`src/rtl/kwan_cpu_pkg.sv`:
```
// Shared definitions for the 8-bit computer: default widths, dump sequencer
// states and the opcode constants used by the benches.
package kwan_cpu_pkg;

  localparam int WORD_W = 8;
  localparam int ADDR_W = 4;

  typedef enum logic [1:0] {
    IDLE = 2'd0,
    ADDR = 2'd1,
    SEND = 2'd2,
    DONE = 2'd3
  } dump_state_t;

  localparam logic [7:0] LDA = 8'h10;
  localparam logic [7:0] ADD = 8'h20;
  localparam logic [7:0] SUB = 8'h30;
  localparam logic [7:0] OUT = 8'he0;
  localparam logic [7:0] HLT = 8'hf0;

endpackage

```
`src/rtl/wrap_addr_counter.sv`:
```
// Dump address pointer: loads the first address, counts up mod 2^A and
// flags when it has reached the captured last address.
module wrap_addr_counter
  import kwan_cpu_pkg::*;
#(
  parameter int A = ADDR_W
) (
  input  logic         clk,
  input  logic         clr,
  input  logic         load,
  input  logic [A-1:0] first,
  input  logic [A-1:0] last,
  input  logic         inc,
  output logic [A-1:0] ptr,
  output logic         at_last
);

  logic [A-1:0] last_q;

  // NOTE: sequential state uses non-blocking assignments so every register
  // samples the pre-edge values of the others.
  always_ff @(posedge clk or posedge clr) begin
    if (clr) begin
      ptr    <= '0;
      last_q <= '0;
    end else if (load) begin
      ptr    <= first;
      last_q <= last;
    end else if (inc) begin
      ptr    <= ptr + 1'b1;
    end
  end

  assign at_last = (ptr == last_q);

endmodule

```
`src/rtl/mem_dump_reader.sv`:
```
// Program RAM read-back sequencer: streams (address, data) pairs over an
// inclusive, wrapping range. Define MEM_DUMP_CHECKSUM_EN to build the checksum.
module mem_dump_reader
  import kwan_cpu_pkg::*;
#(
  parameter int N = WORD_W,
  parameter int A = ADDR_W
) (
  input  logic         clk,
  input  logic         clr,
  input  logic         start,
  input  logic         abort,
  input  logic [A-1:0] first_addr,
  input  logic [A-1:0] last_addr,
  input  logic [N-1:0] memval,
  output logic [A-1:0] dump_addr,
  output logic         dump_sel,
  output logic         out_valid,
  input  logic         out_ready,
  output logic [A-1:0] out_addr,
  output logic [N-1:0] out_data,
  output logic         busy,
  output logic         done,
  output logic [N-1:0] checksum
);

  dump_state_t  state_q, state_d;
  logic         load, accept, at_last;
  logic [A-1:0] ptr;

  wrap_addr_counter #(.A(A)) u_ptr (
    .clk     (clk),
    .clr     (clr),
    .load    (load),
    .first   (first_addr),
    .last    (last_addr),
    .inc     (accept && !at_last),
    .ptr     (ptr),
    .at_last (at_last)
  );

  always_ff @(posedge clk or posedge clr) begin
    if (clr) state_q <= IDLE;
    else     state_q <= state_d;
  end

  // NOTE: every output of this block gets a default first, so no path can
  // leave a signal unassigned and infer a latch.
  always_comb begin
    state_d = state_q;
    load    = 1'b0;
    accept  = 1'b0;
    unique case (state_q)
      IDLE: if (start) begin
        load    = 1'b1;
        state_d = ADDR;
      end
      ADDR: state_d = abort ? IDLE : SEND;
      SEND: begin
        // Abort beats a simultaneous handshake: the pending word is dropped.
        if (abort) begin
          state_d = IDLE;
        end else if (out_ready) begin
          accept  = 1'b1;
          state_d = at_last ? DONE : ADDR;
        end
      end
      DONE:    state_d = IDLE;
      default: state_d = IDLE;
    endcase
  end

  // The RAM read is combinational, so memval has settled by the end of ADDR.
  always_ff @(posedge clk or posedge clr) begin
    if (clr) begin
      out_addr <= '0;
      out_data <= '0;
    end else if (state_q == ADDR) begin
      out_addr <= ptr;
      out_data <= memval;
    end
  end

`ifdef MEM_DUMP_CHECKSUM_EN
  logic [N-1:0] sum_q;

  always_ff @(posedge clk or posedge clr) begin
    if (clr)         sum_q <= '0;
    else if (load)   sum_q <= '0;
    else if (accept) sum_q <= sum_q + out_data;
  end

  assign checksum = sum_q;
`else
  assign checksum = '0;
`endif

  assign dump_addr = ptr;
  assign busy      = (state_q != IDLE);
  assign dump_sel  = busy;
  assign out_valid = (state_q == SEND);
  assign done      = (state_q == DONE);

endmodule

```
`config.mk`:
```
export PLATFORM = sky130hd
export DESIGN_NAME = mem_dump_reader
export DESIGN_NICKNAME = d
export VERILOG_FILES = /design/src/rtl/kwan_cpu_pkg.sv /design/src/rtl/wrap_addr_counter.sv /design/src/rtl/mem_dump_reader.sv
export SDC_FILE = /design/constraint.sdc
export NUM_CORES = 1
export LEC_CHECK = 0
export BUFFER_PORTS_ARGS = -buffer_cell sky130_fd_sc_hd__buf_2
export CAP_MARGIN = 20
export CORE_MARGIN = 2
export CORE_UTILIZATION = 46
export DETAILED_ROUTE_END_ITERATION = 16
export PLACE_DENSITY = 0.9
export SYNTH_ARGS = -nofsm -noshare
export SYNTH_HDL_FRONTEND = slang
export SYNTH_HIERARCHICAL = 1
export SYNTH_SLANG_ARGS = --single-unit
```
`constraint.sdc`:
```
create_clock -name clk -period 2.2 [get_ports clk]
set_input_delay 0.22 -clock clk [delete_from_list [all_inputs] [get_ports clk]]
set_output_delay 0.22 -clock clk [all_outputs]
set_load 0.005 [all_outputs]
```
==> flow_summary.json, run 1 <==
{
  "die_x_um": 52.6,
  "outcome": "finished clean",
  "wl_per_cell_um": 13.0,
  "n_fill_cell": 197,
  "slew_headroom": 0.665,
  "avgViaCountPerCell": 4.79,
  "reg2regPathDepth": 7,
  "dp_slack_ns": 0.375,
  "overflow": 0,
  "start_util": 0.491,
  "min_path_cells": 2,
  "cts_tree": "done",
  "ctsLongestPathBuffers": 2,
  "clk_pin_slew_ns": 0.10,
  "cts.sinks": 22,
  "antenna_found_initial": 0,
  "grt_pass1_wl_mm": 3.15,
  "seqCellArea_um2": 551,
  "power.density_nw_per_um2": 955,
  "worst_ep_required_time_ns": 2.38,
  "hp-start": "abort",
  "hold_slack_ns": 0.0913,
  "cts_buffers": 3,
  "num_io_pins": 49,
  "htree_levels": 1,
  "ir_drop_mv": 0.512,
  "clk_latency_ns": 0.29,
  "ys_top_cells_by_area": "dfrtp_1 (51%), mux2_4 (12%), mux2_2 (8.3%)",
  "tns_ns": 0,
  "synthToLayoutAreaGrowth_pct": 20.7,
  "ys_types": 25,
  "min_period_over_period": 0.834,
  "r2r_start": "u_ptr/ptr[0]$_DFFE_PP0P_",
  "cap_violations": 0,
  "drtIter0Drc": 2,
  "crit_path_max_incr_delay_ns": 0.49,
  "power_w": 0.00125,
  "coreArea_um2": 2210,
  "critPathKind": "reg -> reg",
  "netlist_area_um2": 1090,
  "via_count": 737,
  "rsz0062_at_grt": "false",
  "dp_hpwl_mm": 1.62,
  "firstDrtPassIters": 4,
  "slew_viol_final": 0,
  "grt_max_degree": 15,
  "async_flop_share": 1.00,
  "crit_arrival_ns": 2.02,
  "power_leakage_nw": 0.696,
  "crit_slowest_cell": "dfrtp_1",
  "die_height_um": 52.6,
  "setup.worst_path.start": "u_ptr/ptr[0]$_DFFE_PP0P_",
  "layout_min_cycle_time_ns": 1.83,
  "ant_nets": 0,
  "hold_viol": 0,
  "yosys_warnings": 6,
  "io_buffers": 40,
  "startpoint_type": "flop",
  "yosysSeqAreaShare": 0.507,
  "syn_inst": 84,
  "tightestPinTransition_ns": 0.502,
  "crit_path_max_fanout": 6,
  "worstSetupEndpointType": "flop",
  "finalSetupViolCount": 0,
  "cp_cell_sequence": "xor2_1 > nor4_1 > nor4b_1 > buf_4 > nand4_2 > xnor2_1 > mux2_2",
  "ys_seq_elements": 22,
  "drive_above_1_share": 0.516,
  "final_nets": 150,
  "fin_ws_ns": 0.366,
  "worst_clock_skew_ns": 0.000684,
  "track_usage": 0.156,
  "gp_congestion": 0.856,
  "synth_top_area_frac": 0.507,
  "utilization": 0.593,
  "antenna_cells": 0,
  "root_buffer": "clkbuf_4",
  "fmax_mhz": 545,
  "grt_pass1_vias": 706,
  "cts.repair.resized": 0,
  "die-area_um2": 2770,
  "avgSynthCellArea_um2": 12.9,
  "yosys.area.top_type": "dfrtp_1",
  "multi_input_area_um2": 463,
  "synth_enable_flop_cells": 0,
  "ys.flop_type": "dfrtp_1",
  "drt_wl_total_mm": 2.00,
  "drc": 0,
  "hp-class": "in -> reg",
  "rows": 17
}
synthesized netlist by cell type (2+ instances only):
library cell and n:
dfrtp_1 22, inv_1 4, buf_4 9, nand2_1 4
a21oi_1 2, mux2_4 9, xnor2_1 2, xor2_1 5
mux2_2 8, o21ai_0 4
area by class of cell:
type / count / area share
Sequential cell: 22 / 0.420
Multi-Input combinational cell: 54 / 0.353
Timing Repair Buffer: 43 / 0.172
Tap cell: 28 / 0.0267
Clock buffer: 3 / 0.0172
Inverter: 4 / 0.0115
cells in the final DEF (no fill, tap or decap), drive strengths merged:
| master | netlist | final |
|---|---|---|
| buf | 11 | 42 |
| dlygate4sd3 | 0 | 1 |
| mux2 | 17 | 17 |
| dfrtp | 22 | 22 |
| and2b | 1 | 1 |
| mux2i | 1 | 1 |
| nor4 | 1 | 1 |
| nand4 | 1 | 1 |
| inv | 4 | 4 |
| xor2 | 5 | 5 |
| ha | 1 | 1 |
| xnor2 | 2 | 2 |
| nand2b | 2 | 2 |
| nand2 | 4 | 4 |
| or2 | 1 | 1 |
| o21ai | 4 | 4 |
| a21oi | 2 | 2 |
| nor4b | 1 | 1 |
| and2 | 1 | 1 |
| clkbuf | 0 | 3 |
| nand3b | 1 | 1 |
| nor2 | 1 | 1 |
| conb | 1 | 8 |
final timing paths:
check,to,slack [ns]
max,u_ptr/ptr[3]$_DFFE_PP0P_,0.37
min,state_q[1]$_DFFE_PP0P_,0.09
max reg2reg,u_ptr/ptr[3]$_DFFE_PP0P_,0.37
min reg2reg,out_data[7]$_DFFE_PP0N_,0.52
max in group asynchronous,state_q[0]$_DFFE_PP0P_,1.37
min in group asynchronous,u_ptr/ptr[2]$_DFFE_PP0P_,0.42
where the power goes:
group | internal [W] | switching, W | total [W]
clock | 0.0000636 | 0.000101 | 0.000165
combinational | 0.000278 | 0.000166 | 0.000444
sequential | 0.000536 | 0.000108 | 0.000644
total | 0.000877 | 0.000376 | 0.00125
flip-flops by register name (all words and copies together) (netlist names):
name          cells
out_data          8
u_ptr/last_q      4
state_q           2
u_ptr/ptr         4
out_addr          4
critical path, delay by kind of cell, from the launching register on:
kind                   cells  cell delay [ns]
XOR/XNOR                   2             0.32
buffers and inverters      1             0.19
flip-flops                 1             0.49
multiplexers               1             0.26
AND/OR/NAND/NOR            3             0.46
per-layer routing:
layer,track usage,up-vias,routed length [µm]
met2,0.288,34,1020
met1,0.182,355,833
met5,0,-,0
met3,0.0229,0,144
met4,0.0513,0,0
li1,-,348,-
metrics by stage:
| stage | cell area [µm²] | cells |
|---|---|---|
| 2_1_floorplan | 1110 | 91 |
| 5_1_grt | 1310 | 154 |
| 3_5_place_dp | 1280 | 150 |
| 4_1_cts | 1310 | 154 |
| 3_3_place_gp | 1280 | 150 |
| 6_report | 1310 | 154 |
cell families (layout without fill, tap and decap cells):
| logic type | after synthesis | count (layout) | synth area share |
|---|---|---|---|
| compound gates | 6 | 6 | 0.0277 |
| xor+xnor | 7 | 7 | 0.0565 |
| fa+ha+maj | 1 | 1 | 0.0115 |
| buf+inv | 15 | 50 | 0.0910 |
| flops | 22 | 22 | 0.507 |
| mux | 18 | 18 | 0.217 |
| other cells | 1 | 8 | 0.00345 |
| simple gates | 14 | 14 | 0.0864 |
repair_timing:
item,in CTS,in global routing
buffers inserted,0,0
endpoints found under the hold margin,22,0
hold buffers,1,0
No activity file was read; power rests on OpenSTA's default activity.
==> run 2: changes to the inputs <==
--- a/config.mk
+++ b/config.mk
@@ -8,9 +8,9 @@
 export BUFFER_PORTS_ARGS = -buffer_cell sky130_fd_sc_hd__buf_2
 export CAP_MARGIN = 20
 export CORE_MARGIN = 2
-export CORE_UTILIZATION = 46
+export CORE_UTILIZATION = 41
 export DETAILED_ROUTE_END_ITERATION = 16
-export PLACE_DENSITY = 0.9
+export PLACE_DENSITY = 0.86
 export SYNTH_ARGS = -nofsm -noshare
 export SYNTH_HDL_FRONTEND = slang
 export SYNTH_HIERARCHICAL = 1
==> constraint.sdc (replaced) <==
create_clock -name clk -period 1.6 [get_ports clk]
set_input_delay 0.16 -clock clk [delete_from_list [all_inputs] [get_ports clk]]
set_output_delay 0.16 -clock clk [all_outputs]
set_load 0.005 [all_outputs]
==> flow_summary.json, run 2 (synthesized netlist as in run 1, its figures left out) <==
{
  "outcome": "finished, violations left",
  "failed_checks": "negative setup slack",
  "crit_path_max_incr_delay_ns": 0.41,
  "coreArea_um2": 2500,
  "root_buffer": "clkbuf_4",
  "pwr-share-clk": 0.213,
  "synthToLayoutAreaGrowth_pct": 30.5,
  "crit_path_max_fanout": 2,
  "critPathKind": "reg -> reg",
  "finalSetupViolCount": 3,
  "final_cell_mix": "buf_2 (40), dfrtp_1 (21), mux2_4 (9), mux2_2 (8), conb_1 (8)",
  "path_buf_inv": 1,
  "power.density_nw_per_um2": 1400,
  "fin_cells": 163,
  "hold_viol": 0,
  "tns_ns": -0.116,
  "ctsLongestPathBuffers": 2,
  "io_buffers": 40,
  "layout_min_cycle_time_ns": 1.66,
  "dp_hpwl_mm": 1.60,
  "combPwrFrac": 0.361,
  "p_seq_frac": 0.426,
  "grt_max_degree": 15,
  "startpoint_type": "flop",
  "final_common_cell": "buf_2",
  "antenna_cells": 0,
  "final_nets": 156,
  "ant_nets": 0,
  "num_io_pins": 49,
  "cts_tree": "done",
  "placedCellCount": 157,
  "clk_pin_slew_ns": 0.13,
  "worst_clock_skew_ns": 0.00535,
  "setup.worst_path.start": "u_ptr/ptr[3]$_DFFE_PP0P_",
  "cp_top_family": "simple AND/OR/NAND/NOR gates",
  "drive_above_1_share": 0.571,
  "power_leakage_nw": 0.738,
  "met3_wirelength_um": 137,
  "firstDrtPassIters": 2,
  "cts_buffers": 3,
  "cap_violations": 0,
  "slew_viol_final": 0,
  "hp-class": "in -> reg",
  "internal_power_w": 0.00142,
  "cts.sinks": 22,
  "wl_met1_um": 797,
  "overflow": 0,
  "track_usage": 0.140,
  "crit_arrival_ns": 1.86,
  "grt_pass1_wl_mm": 3.35,
  "fin_ws_ns": -0.0597,
  "tightestPinTransition_ns": 0.529,
  "die_height_um": 55.5,
  "worstSetupEndpointType": "flop",
  "drt_wl_total_mm": 2.02,
  "avgViaCountPerCell": 4.69,
  "drtIter0Drc": 10,
  "clk_latency_ns": 0.30,
  "largest_reg_flops": 8,
  "rsz0062_at_grt": "true",
  "die_x_um": 55.5,
  "slew_headroom": 0.647,
  "min_period_over_period": 1.04,
  "power_w": 0.00199,
  "met2_length_mm": 1.08,
  "top_register": "out_data",
  "crit_slowest_cell": "dfrtp_1",
  "hold_slack_ns": 0.0527,
  "fmax_mhz": 603,
  "drc": 0,
  "grt_pass1_vias": 729,
  "r2r_start": "u_ptr/ptr[3]$_DFFE_PP0P_",
  "wl_per_cell_um": 12.4,
  "via_count": 765,
  "rows": 18,
  "die-area_um2": 3080,
  "worst_ep_required_time_ns": 1.80,
  "gp_congestion": 0.775,
  "antenna_found_initial": 0,
  "start_util": 0.434,
  "hp-start": "first_addr[0]",
  "ir_drop_mv": 0.662,
  "dr.max_layer_used": "met3",
  "switching_power_w": 0.000566,
  "p_sw_frac": 0.285,
  "cp_cell_sequence": "xor2_1 > nor4_2 > nor4b_2 > buf_4 > nand4_4 > xnor2_1 > mux2_2",
  "htree_levels": 1
}
## run 2: worst min-delay path, delay by kind of cell
| kind | cells | cell delay, ns |
|---|---|---|
| compound gates | 1 | 0.06 |
| buf+inv | 1 | 0.07 |
| simple gates | 1 | 0.04 |
## run 2: power by group through the flow
stage          Clock (W)  Combinational, W  Sequential (W)
2_1_floorplan          0          0.000386        0.000888
3_3_place_gp           0          0.000677        0.000847
3_5_place_dp           0          0.000698        0.000858
4_1_cts         0.000439          0.000721        0.000847
5_1_grt         0.000474          0.000786        0.000871
6_report        0.000423          0.000717        0.000846
## run 2: cell type report
| class | instances | area (µm²) |
|---|---|---|
| inverter | 4 | 15.0 |
| tap | 30 | 37.5 |
| sequential | 22 | 552 |
| clock inverter | 1 | 30.0 |
| timing repair buffer | 49 | 274 |
| multi-input combinational | 54 | 487 |
| clock buffer | 3 | 22.5 |
| fill | 216 | 1080 |
## run 2: final timing paths
| check | endpoint | slack, ns | cells past startpoint |
|---|---|---|---|
| setup / recovery | u_ptr/ptr[3]$_DFFE_PP0P_ | -0.06 | 7 |
| max in group asynchronous | state_q[1]$_DFFE_PP0P_ | 0.81 | 3 |
| hold / removal | u_ptr/ptr[0]$_DFFE_PP0P_ | 0.05 | 3 |
| min in group asynchronous | u_ptr/ptr[1]$_DFFE_PP0P_ | 0.34 | 3 |
| hold reg to reg | out_data[7]$_DFFE_PP0N_ | 0.52 | 1 |
| setup reg to reg | u_ptr/ptr[3]$_DFFE_PP0P_ | -0.06 | 7 |
## run 2: what timing repair did
item,4_1_cts,5_1_grt
setup buffers,1,0
resized for setup,4,2
endpoints found under the hold margin,22,0
endpoints found under the setup margin,4,4
pin swaps,5,2
hold buffers,1,0
## run 2: per-layer routing
metal	GRT usage	vias to the layer above
met1	0.170	371
met4	0.0314	0
met5	0	-
met2	0.243	35
li1	-	359
met3	0.0398	0
## run 2: per-stage QoR
stage / setup WS, ns / utilization / area, µm²
2_1_floorplan: -0.177 / - / 1120
3_3_place_gp: -0.0196 / 0.531 / 1330
3_5_place_dp: -0.133 / 0.531 / 1330
4_1_cts: -0.0752 / 0.562 / 1410
5_1_grt: -0.152 / 0.567 / 1420
6_report: -0.0597 / 0.567 / 1420
==> run 3: changes to the inputs <==
--- a/config.mk
+++ b/config.mk
@@ -5,12 +5,12 @@
 export SDC_FILE = /design/constraint.sdc
 export NUM_CORES = 1
 export LEC_CHECK = 0
+export ABC_AREA = 1
 export BUFFER_PORTS_ARGS = -buffer_cell sky130_fd_sc_hd__buf_2
 export CAP_MARGIN = 20
-export CORE_MARGIN = 2
-export CORE_UTILIZATION = 41
+export CORE_UTILIZATION = 42
 export DETAILED_ROUTE_END_ITERATION = 16
-export PLACE_DENSITY = 0.86
+export PLACE_DENSITY = 0.87
 export SYNTH_ARGS = -nofsm -noshare
 export SYNTH_HDL_FRONTEND = slang
 export SYNTH_HIERARCHICAL = 1
==> flow_summary.json, run 3 <==
{
  "outcome": "finished clean",
  "die-area_um2": 2880,
  "seqCellArea_um2": 551,
  "async_flop_share": 1.00,
  "crit_path_max_incr_delay_ns": 0.46,
  "gp_congestion": 0.892,
  "via_count": 973,
  "final_nets": 209,
  "avgViaCountPerCell": 4.50,
  "power_w": 0.00241,
  "final_cell_mix": "nand2_1 (66), buf_2 (40), dfrtp_1 (22), inv_1 (16), conb_1 (8)",
  "ys_seq_elements": 22,
  "drive_above_1_share": 0.280,
  "avgSynthCellArea_um2": 7.90,
  "fmax_mhz": 701,
  "firstDrtPassIters": 4,
  "clk_latency_ns": 0.30,
  "hp-start": "last_addr[2]",
  "ctsLongestPathBuffers": 2,
  "drt_wl_total_mm": 2.11,
  "synth_enable_flop_cells": 0,
  "yosys.area.top_type": "dfrtp_1",
  "min_period_over_period": 0.892,
  "overflow": 0,
  "ys_types": 18,
  "ys.flop_type": "dfrtp_1",
  "grt_pass1_vias": 816,
  "worst_path_most_repeated_cell": "nand2_1",
  "synth_top_area_frac": 0.491,
  "crit_slowest_cell": "dfrtp_1",
  "root_buffer": "clkbuf_4",
  "top_register": "out_data",
  "grt_max_degree": 15,
  "rsz0062_at_grt": "false",
  "n_fill_cell": 263,
  "whs_endpoint": "u_ptr/last_q[2]$_DFFE_PP0P_",
  "drc": 0,
  "synth_most_common_cell": "nand2_1",
  "antenna_found_initial": 0,
  "htree_levels": 1,
  "yosys_warnings": 6,
  "cts_tree": "done",
  "rr_endpoint": "u_ptr/ptr[3]$_DFFE_PP0P_",
  "crit_path_max_fanout": 6,
  "die_x_um": 53.7,
  "dp_hpwl_mm": 1.66,
  "ant_nets": 0,
  "multi_input_area_um2": 442,
  "finalSetupViolCount": 0,
  "tns_ns": 0,
  "slew_viol_final": 0,
  "die_height_um": 53.7,
  "cts_buffers": 3,
  "r2r_start": "u_ptr/ptr[3]$_DFFE_PP0P_",
  "reg2regPathDepth": 8,
  "layout_min_cycle_time_ns": 1.43,
  "wl_per_cell_um": 9.75,
  "start_util": 0.449,
  "ys_top_cells_by_count": "nand2_1 (66), dfrtp_1 (22), inv_1 (17)",
  "grt_pass1_wl_mm": 3.30,
  "io_buffers": 40,
  "drtIter0Drc": 17,
  "num_io_pins": 49,
  "ys_top_cells_by_area": "dfrtp_1 (49%), nand2_1 (22%), buf_4 (6.7%)",
  "track_usage": 0.166,
  "rrSetupSlack_ns": 0.17,
  "netlist_area_um2": 1120,
  "cap_violations": 0,
  "antenna_cells": 0,
  "placedCellCount": 211,
  "synthToLayoutAreaGrowth_pct": 22.1,
  "power.density_nw_per_um2": 1760,
  "crit_arrival_ns": 1.68,
  "slew_headroom": 0.661,
  "critPathKind": "reg -> reg",
  "worst_clock_skew_ns": 0.000740,
  "worst_ep_required_time_ns": 1.85,
  "ir_drop_mv": 1.01,
  "cts_setup_buffers": 0,
  "hp-class": "in -> reg",
  "rows": 18,
  "yosysSeqAreaShare": 0.491,
  "power_leakage_nw": 0.829,
  "largest_reg_flops": 8,
  "worstSetupEndpointType": "flop",
  "fin_cells": 216,
  "cts.sinks": 22,
  "min_path_cells": 3,
  "hold_viol": 0,
  "final_common_cell": "nand2_1",
  "coreArea_um2": 2500,
  "hold_slack_ns": 0.0474,
  "syn_inst": 142,
  "clk_pin_slew_ns": 0.11,
  "startpoint_type": "flop",
  "tightestPinTransition_ns": 0.509,
  "cp_cell_sequence": "xnor2_1 > nand2_1 > nor2_1 > nor3_2 > nand2_1 > inv_1 > nand3_1 > nand2_1"
}
run 3: cell types whose count changed in the layout (fill, tap and decap cells not counted), sizes merged, moves of 4 or more:
cell   change
nand2     +62
mux2      -17
inv       +13
nand3      +6
nor2       +5
xor2       -5
buf        -4
run 3: worst max-delay path by stage:
stage | endpoint | cells past startpoint | start | slack, ns
final | u_ptr/ptr[3]$_DFFE_PP0P_ | 8 | u_ptr/ptr[3]$_DFFE_PP0P_ | 0.17
after global routing | u_ptr/ptr[3]$_DFFE_PP0P_ | 10 | u_ptr/ptr[0]$_DFFE_PP0P_ | 0.04
after CTS | u_ptr/ptr[3]$_DFFE_PP0P_ | 8 | u_ptr/ptr[3]$_DFFE_PP0P_ | 0.08
after detailed placement | u_ptr/ptr[3]$_DFFE_PP0P_ | 8 | u_ptr/ptr[3]$_DFFE_PP0P_ | 0.10
after global placement | u_ptr/ptr[3]$_DFFE_PP0P_ | 8 | u_ptr/ptr[3]$_DFFE_PP0P_ | 0.16
after floorplan | u_ptr/ptr[3]$_DFFE_PP0P_ | 10 | u_ptr/ptr[0]$_DFFE_PP0P_ | 0.15
run 3: kinds of logic (layout without fill, tap and decap cells):
group | after synthesis | after routing | synth area share
adder cells (fa/ha/maj) | 1 | 1 | 0.0111
other | 1 | 8 | 0.00334
XOR/XNOR | 4 | 4 | 0.0312
AO/OA/AOI/OAI | 5 | 5 | 0.0290
AND/OR/NAND/NOR | 80 | 80 | 0.291
buffers and inverters | 29 | 66 | 0.144
flip-flops | 22 | 22 | 0.491
run 3: what timing repair did:
item,CTS,global route
resized for setup,0,2
setup endpoints to repair,0,3
endpoints found under the hold margin,22,0
hold buffers,1,0
run 3: critical path: cells and delay by family (launching register included):
family | cells | cell delay, ns
simple gates | 6 | 0.68
flops | 1 | 0.46
xor+xnor | 1 | 0.15
buf+inv | 1 | 0.09
run 3: power breakdown:
group / internal [W] / switching (W)
combinational: 0.000499 / 0.000627
sequential: 0.000812 / 0.000173
clock: 0.000139 / 0.000159
total: 0.00145 / 0.000958
run 3: stage by stage:
stage	util	setup slack (ns)	area [µm²]
detailed placement	0.528	0.103	1320
CTS	0.546	0.0766	1370
floorplan	-	0.152	1150
finish	0.548	0.173	1370
global route	0.548	0.0381	1370
global placement	0.528	0.164	1320
run 3: routing by layer:
metal  vias up  global-route usage  wire length [µm]
li1        495                   -                 -
met1       434               0.172               884
met2        42               0.305              1030
met3         2              0.0593               176
met4         0              0.0526                21
met5         -                   0                 0
run 3: final cells by class:
class                           count  area share
Multi-Input combinational cell     98       0.322
Sequential cell                    22       0.402
Inverter                           17      0.0466
Timing Repair Buffer               45       0.175
Clock buffer                        4      0.0265
Tap cell                           30      0.0274
